[config.mk]
export PLATFORM = sky130hd
export DESIGN_NAME = opram_fetch
export DESIGN_NICKNAME = d
export VERILOG_FILES = /design/src/rtl/opram_fetch_pkg.sv /design/src/rtl/opram_mem.sv /design/src/rtl/opram_fetch.sv
export SDC_FILE = /design/constraint.sdc
export NUM_CORES = 1
export LEC_CHECK = 0
export CORE_MARGIN = 2
export CORE_UTILIZATION = 63
export DETAILED_ROUTE_END_ITERATION = 12
export DONT_BUFFER_PORTS = 1
export PLACE_DENSITY = 0.82
export SETUP_SLACK_MARGIN = 0.3
export SYNTH_ARGS = -nofsm -noshare
export SYNTH_HDL_FRONTEND = slang
export SYNTH_HIERARCHICAL = 1
export SYNTH_SLANG_ARGS = --single-unit
[constraint.sdc]
create_clock -name clk -period 3 [get_ports clk]
set_clock_uncertainty 0.1 [all_clocks]
set_input_delay 0.3 -clock clk [delete_from_list [all_inputs] [get_ports clk]]
set_output_delay 0.3 -clock clk [all_outputs]
set_load 0.01 [all_outputs]
[src/rtl/opram_fetch_pkg.sv]
// Shared types and helpers for the opcode RAM fetch unit.
// Holds the fetch FSM state type and the address-width helper.
package opram_fetch_pkg;

    typedef enum logic [1:0] {
        ST_IDLE,
        ST_STREAM,
        ST_HALT
    } state_e;

    function automatic int clog2(input int n);
        int w = 0;
        while ((1 << w) < n) w++;
        return w;
    endfunction

endpackage

[src/rtl/opram_mem.sv]
// Portable single-port synchronous opcode RAM, 1-cycle read latency.
// A write owns the port; reads happen on every non-write cycle.
module opram_mem #(
    parameter int OP_W   = 8,
    parameter int DEPTH  = 16,
    parameter int ADDR_W = 4
) (
    input  logic              clk,
    input  logic              we,
    input  logic [ADDR_W-1:0] addr,
    input  logic [OP_W-1:0]   din,
    output logic [OP_W-1:0]   dout
);

    logic [OP_W-1:0] r_mem [DEPTH];

    always_ff @(posedge clk) begin
        if (we) begin
            r_mem[addr] <= din;
        end else begin
            dout <= r_mem[addr];
        end
    end

endmodule

[src/rtl/opram_fetch.sv]
// Opcode RAM with PC-driven fetch engine streaming {op, pc} to the decoder
// through a 2-entry buffer; supports jumps, load-port writes and wrap/halt.
module opram_fetch
    import opram_fetch_pkg::*;
#(
    parameter int  OP_W   = 8,
    parameter int  DEPTH  = 16,
    parameter int  WRAP   = 1,
    localparam int ADDR_W = clog2(DEPTH)
) (
    input  logic              clk,
    input  logic              rst,
    input  logic              load_en,
    input  logic [ADDR_W-1:0] load_addr,
    input  logic [OP_W-1:0]   load_data,
    input  logic              run,
    input  logic              jump,
    input  logic [ADDR_W-1:0] jump_addr,
    output logic              op_valid,
    input  logic              op_ready,
    output logic [OP_W-1:0]   op,
    output logic [ADDR_W-1:0] op_pc,
    output logic              halted
);

    localparam logic [ADDR_W-1:0] LAST_ADDR = ADDR_W'(DEPTH - 1);

    state_e            r_state, w_state_nxt;
    logic [ADDR_W-1:0] r_pc, r_rd_pc, w_addr;
    logic              r_rd_vld;
    logic [OP_W-1:0]   r_fifo_op [2];
    logic [ADDR_W-1:0] r_fifo_pc [2];
    logic              r_rptr, r_wptr;
    logic [1:0]        r_count;
    logic [2:0]        w_occ;
    logic              w_pop, w_push, w_issue;
    logic [OP_W-1:0]   w_rdata;

    assign op_valid = (r_count != 2'd0);
    assign op       = r_fifo_op[r_rptr];
    assign op_pc    = r_fifo_pc[r_rptr];
    assign halted   = (r_state == ST_HALT);

    assign w_pop  = op_valid & op_ready;
    assign w_push = r_rd_vld & ~jump;
    // Occupancy seen by the issue check credits this cycle's pop so a
    // streaming decoder with ready held high gets one op every cycle.
    assign w_occ  = {1'b0, r_count} - {2'b0, w_pop} + {2'b0, r_rd_vld};
    assign w_addr = load_en ? load_addr : r_pc;

    // Issue is allowed in the first run cycle out of IDLE so the first op
    // lands two cycles after run rises.
    always_comb begin
        w_state_nxt = r_state;
        w_issue     = 1'b0;
        if (jump) begin
            w_state_nxt = run ? ST_STREAM : ST_IDLE;
        end else if (r_state != ST_HALT) begin
            w_issue = run & ~load_en & (w_occ < 3'd2);
            if (w_issue && (r_pc == LAST_ADDR) && (WRAP == 0)) begin
                w_state_nxt = ST_HALT;
            end else begin
                w_state_nxt = run ? ST_STREAM : ST_IDLE;
            end
        end
    end

    always_ff @(posedge clk or negedge rst) begin
        if (!rst) begin
            r_state <= ST_IDLE;
        end else begin
            r_state <= w_state_nxt;
        end
    end

    always_ff @(posedge clk or negedge rst) begin
        if (!rst) begin
            r_pc     <= '0;
            r_rd_pc  <= '0;
            r_rd_vld <= 1'b0;
        end else if (jump) begin
            r_pc     <= jump_addr;
            r_rd_vld <= 1'b0;
        end else begin
            r_rd_vld <= w_issue;
            if (w_issue) begin
                r_pc    <= r_pc + 1'b1;
                r_rd_pc <= r_pc;
            end
        end
    end

    always_ff @(posedge clk or negedge rst) begin
        if (!rst) begin
            for (int unsigned i = 0; i < 2; i++) begin
                r_fifo_op[i] <= '0;
                r_fifo_pc[i] <= '0;
            end
            r_rptr  <= 1'b0;
            r_wptr  <= 1'b0;
            r_count <= '0;
        end else if (jump) begin
            r_rptr  <= 1'b0;
            r_wptr  <= 1'b0;
            r_count <= '0;
        end else begin
            if (w_push) begin
                r_fifo_op[r_wptr] <= w_rdata;
                r_fifo_pc[r_wptr] <= r_rd_pc;
                r_wptr            <= ~r_wptr;
            end
            if (w_pop) begin
                r_rptr <= ~r_rptr;
            end
            r_count <= r_count + {1'b0, w_push} - {1'b0, w_pop};
        end
    end

    opram_mem #(
        .OP_W   (OP_W),
        .DEPTH  (DEPTH),
        .ADDR_W (ADDR_W)
    ) u_mem (
        .clk  (clk),
        .we   (load_en),
        .addr (w_addr),
        .din  (load_data),
        .dout (w_rdata)
    );

endmodule
After elaboration in Yosys (flattened, before gate mapping):

Memory sizes are Yosys's and may differ from the RTL's. A register that Yosys moved wholly into a read port is not among the register bits.
Cells that the tools add are included.

* RAM bits: 128
* word-level logic and storage cells: 70
* output and inout bits: 14
* memories: 1
* register bits: 39

Memory list
* u_mem.r_mem: depth 16, bits a word 8, read ports 1, clocked after Yosys merged registers in 1, wr ports 1, line opram_mem.sv:15 `logic [OP_W-1:0] r_mem [DEPTH];`

* muxes and demuxes: 28
* equal/unequal tests: 2
* order comparisons: 4
* add/sub/neg operators: 5
* bitwise gates (word level): 10
* reductions and logical operators: 9

Operator list (number)
* $mux W8: 4
* $mux W4: 7
* $bwmux W16: 1
* $mux W1: 10
* $reduce_bool A2 Y1: 5
* $bwmux W8: 1
* $demux W8 S1: 1
* $mux W2: 3
* $add A4 B1 Y4 const B: 1
* $and A1 B1 Y1: 4
* $demux W4 S1: 1
* $ge A2 B2 Y1 const B: 2
* $not A1 Y1: 4
* $not A1 Y2: 2
* $reduce_and A2 Y1: 2
* $add A3 B1 Y3: 1
* $lt A3 B2 Y1 const B: 1
* $sub A2 B1 Y3: 1
* $add A2 B1 Y2: 1
* $eq A2 B2 Y1 const B: 1
* $lt A2 B1 Y1 const B: 1
* $ne A2 B2 Y1 const B: 1
* $sub A2 B1 Y2: 1
* $logic_and A1 B1 Y1: 1
* $logic_not A1 Y1: 1

Longest topological paths before layout:

* depth in word-level cells: 10
* mapped depth: 7
* gate-level depth less buffers: 7

By module:

Netlist, hierarchy kept.

Modules (own cells, without submodules)
* opram_mem: area an instance 5148.7 um^2, times used 1, seq. area each 4083.9 um^2, cells an instance 231
* opram_fetch: area an instance 1803.0 um^2, times used 1, seq. area each 925.9 um^2, cells an instance 130

Least setup slack after synthesis:

OpenSTA, ideal clock, no wires.

* path type: reg-to-reg
* from: reg r_count[1]
* to: reg r_rd_pc[0]
* cell stages (with the launch flop): 8
* path slack: 0.444 ns
* period minus slack after synthesis: 2.556 ns
* data arrival time: 2.331 ns
* required time: 2.775 ns
* path buffers: 0
* path through: dfrtp_1 > o21a_2 > ha_1 > nand2b_1 > fa_1 > xor2_2 > nor3_4 > mux2_4

* longest elaborated chain between the ends: 9

RTL lines
* start, declared: line opram_fetch.sv:34 `logic [1:0] r_count;`
* start signal, assigned: line opram_fetch.sv:115 `r_count <= r_count + {1'b0, w_push} - {1'b0, w_pop};`
* $reduce_bool A2 Y1: line opram_fetch.sv:39 `assign op_valid = (r_count != 2'd0);`
* $and A1 B1 Y1: line opram_fetch.sv:44 `assign w_pop = op_valid & op_ready;`
* $sub A2 B1 Y3 *: line opram_fetch.sv:48 `assign w_occ = {1'b0, r_count} - {2'b0, w_pop} + {2'b0, r_rd_vld};`
* $add A3 B1 Y3 *: line opram_fetch.sv:48
* $lt A3 B2 Y1 *: line opram_fetch.sv:59 `w_issue = run & ~load_en & (w_occ < 3'd2);`
* $and A1 B1 Y1 *: line opram_fetch.sv:59
* $mux W1 *: line opram_fetch.sv:58 `end else if (r_state != ST_HALT) begin`
* $mux W1 *: line opram_fetch.sv:56 `if (jump) begin`
* $reduce_and A2 Y1 (no source line) *
* end signal, assigned: line opram_fetch.sv:88 `r_rd_pc <= r_pc;`
* end, declared: line opram_fetch.sv:29 `logic [ADDR_W-1:0] r_pc, r_rd_pc, w_addr;`

Every way passes the cells marked *; elsewhere a longest branch is shown, timed or not.
A chain may end at the register's enable or synchronous reset.

Final worst setup path:

* from: reg r_count[0]
* to: reg r_rd_pc[2]

The elaborated chain is that of the path after synthesis.

==> results.txt <==
Max_cap viols - 0
I/O pin count - 36
Slew Viols, Final - 0
Clock-pin transition on the worst setup and hold timing paths - 60 ps
Grt total ovfl - 0
Post-synthesis cell count - 361
Yosys warning total - 6
Worst hold margin - 24.7 ps
Final wirelength - 14000 um
Root Driver - clkbuf_8
Layout cells sized above 1 - 26.2%
Hold crit path type - in -> reg
Post-synth net total - 388
Clk_lat worst skew - 530 ps
Syn Area/Cell - 19.3 sq um
TritonCTS Buffers - 17
Most common flop cell mapped by yosys - edfxtp_1
Post-route cell area - 8020 sq um
Overall routing resource usage - 25.4%
Yosys reg bits - 173
Crit-path max FO - 8
Vias per std cell - 6.26
Starting DRT DRC Count - 353
# setup viols final - 0
Antenna-violating nets left - 0
WL met2 - 7370 um
Chip height - 109 um
Final Hold Viols - 0
Core area - 10800 sq um
Metal3 WL - 925 um
Routed wire per std cell - 24.9 um
Initial Util - 64.4%
Sequential cell area fraction in the yosys report - 72.1%
First-pass GRT wire length - 20800 um
Die area - 11900 sq um
Crit path DAT - 2950 ps
Final Core Density - 74.3%
CTS tree - yes
Least-Margin Pin Slew - 936 ps
Met1 Wirelength - 5470 um
Die Span X - 109 um
Max Used Layer - met4
Worst Setup Path Type - reg -> reg
Critical Path Start Type - register
Ant diodes - 0
Number of global-route vias before repair - 3582
EDFF count, synth - 136
Power Total - 6.19 mW
RSZ-0062 raised after global routing - false
Setup crit end kind - register
# DRC - 0
Worst EP required - 3320 ps
TritonRoute pass-1 iters - 5
Port bufs - 0
Cell taking the most area after synthesis - edfxtp_1
Count of different cell masters after synthesis - 40
Initial antenna violation count - 0
Share of the synthesized area in the top cell type - 58.7%
Leakage Power - 2.89 nW
Ys async rst share - 21.4%
H-tree levels - 4
Nets - 434
Status - finished clean
Peak supply drop - 544 uV
Area Growth Syn to Fin - 15.4%
Placer Congestion - 0.822
Largest net degree at the start of global routing - 40
Post-DP Area - 7180 sq um
Row cnt - 38
Highest clock rate - 380 MHz
Final setup TNS - 0 ps
Max_slew headroom - 37.6%
Top area cells in the synthesized netlist - edfxtp_1 59%, dfrtp_1 13%, mux4_2 10%, mux2_1 4.4%, mux2_2 2.1%
HPWL reported at the end of detailed placement - 7970 um
Crit share post-route - 87.7%
Clock Path Buffers - 2
DR vias - 3507
Final min period - 2630 ps
Pwr dens - 772 nW/um^2
Synth Cell Area - 6950 sq um
Sink Count - 173
-- cells by family (layout without fill, tap and decap cells) --
kind of cell / Yosys count / count (layout) / synth area share (%)
fa+ha+maj: 5 / 5 / 1.01
flops: 173 / 173 / 72.1
mux: 76 / 76 / 17.7
xor+xnor: 5 / 5 / 0.738
compound gates: 25 / 25 / 2.70
buf+inv: 22 / 81 / 1.62
other cells: 1 / 1 / 0.0539
simple gates: 54 / 54 / 4.10
-- per-layer routing --
layer  track usage [%]  up-vias
met5                 0        -
met4              7.60        0
met3              8.49       17
met2              41.7      133
met1              32.5     1832
li1                  -     1525
-- metrics by stage --
stage / worst slack, ps / instances
2_1_floorplan: 444 / 361
3_3_place_gp: 381 / 503
3_5_place_dp: 261 / 503
4_1_cts: 349 / 554
5_1_grt: 271 / 560
6_report: 368 / 560
-- critical path, stage by stage, from the launching register on --
cell      delay (ps)
dfrtp_1          420
o21a_4           250
ha_4             210
nand2b_4         140
fa_1             600
nand3b_4         140
nor3_4           340
mux2_4           330
-- synthesized netlist by cell type, types with 2 or more instances --
cell        n
nand3b_1    2
clkbuf_1    2
ha_1        4
or4_1       3
nand2b_1    4
nand2_1    10
a31oi_1     2
mux2_4      4
nand3_1     4
mux2_2     13
buf_6       2
nor2_1     19
nor3_1      4
buf_4       2
nor2b_1     3
buf_2       5
o31ai_1     3
xnor2_1     3
mux2_1     27
mux4_2     32
buf_1       4
inv_1       5
edfxtp_1  136
a22oi_1    16
dfrtp_1    37
-- registers in the layout, summed over array words and instances, names as in the netlist --
register     flops
r_count          2
r_fifo_op       16
r_fifo_pc        8
r_pc             4
r_rd_pc          4
r_rd_vld         1
r_rptr           1
r_wptr           1
u_mem/dout       8
u_mem/r_mem    128
-- final timing paths --
path | startpoint | end | slack, ps | cells past startpoint
setup / recovery | r_count[0]$_DFF_PN0_ | r_rd_pc[2]$_DFFE_PN0P_ | 370 | 7
hold / removal | load_en | u_mem/dout[0]$_DFFE_PN_ | 20 | 1
setup reg to reg | r_count[0]$_DFF_PN0_ | r_rd_pc[2]$_DFFE_PN0P_ | 370 | 7
hold reg to reg | u_mem/dout[3]$_DFFE_PN_ | r_fifo_op[11]$_DFFE_PN0P_ | 380 | 1
max in group asynchronous | rst | r_count[1]$_DFF_PN0_ | 2490 | 2
min in group asynchronous | rst | r_rptr$_DFFE_PN0P_ | 110 | 2
-- cell usage in the layout, fill, tap and decap left out, types with 3 or more instances in the layout --
cell type	n
a22oi_1	16
buf_4	24
bufinv_16	3
clkbuf_16	16
clkinv_1	5
clkinvlp_4	3
dfrtp_1	36
dlygate4sd3_1	17
edfxtp_1	136
ha_1	3
inv_1	5
mux2_1	26
mux2_2	14
mux2_4	4
mux4_2	32
nand2_1	10
nand2b_1	3
nand3_1	4
nor2_1	19
nor2b_1	3
nor3_1	4
o31ai_1	3
or4_1	3
xnor2_1	3
-- layout make-up --
class | instances | area, sq um
tap | 140 | 175
fill | 636 | 2770
clock buffer | 18 | 418
timing repair buffer | 43 | 390
clock inverter | 14 | 150
sequential | 173 | 5010
inverter | 6 | 22.5
multi-input combinational | 166 | 1860
-- where the power goes --
part / switching, mW / internal [mW]
clock: 0.861 / 1.25
sequential: 0.160 / 2.86
combinational: 0.542 / 0.521
total: 1.56 / 4.63
-- repair_timing --
item / in CTS / in global routing
buffers inserted: 1 / 6
cloned: 0 / 0
gates resized for setup: 1 / 3
hold buffers: 18 / 0
pin swaps: 0 / 5
hold endpoints to repair: 178 / 0
endpoints found under the setup margin: 5 / 5
(Power assumes the default switching activity.)
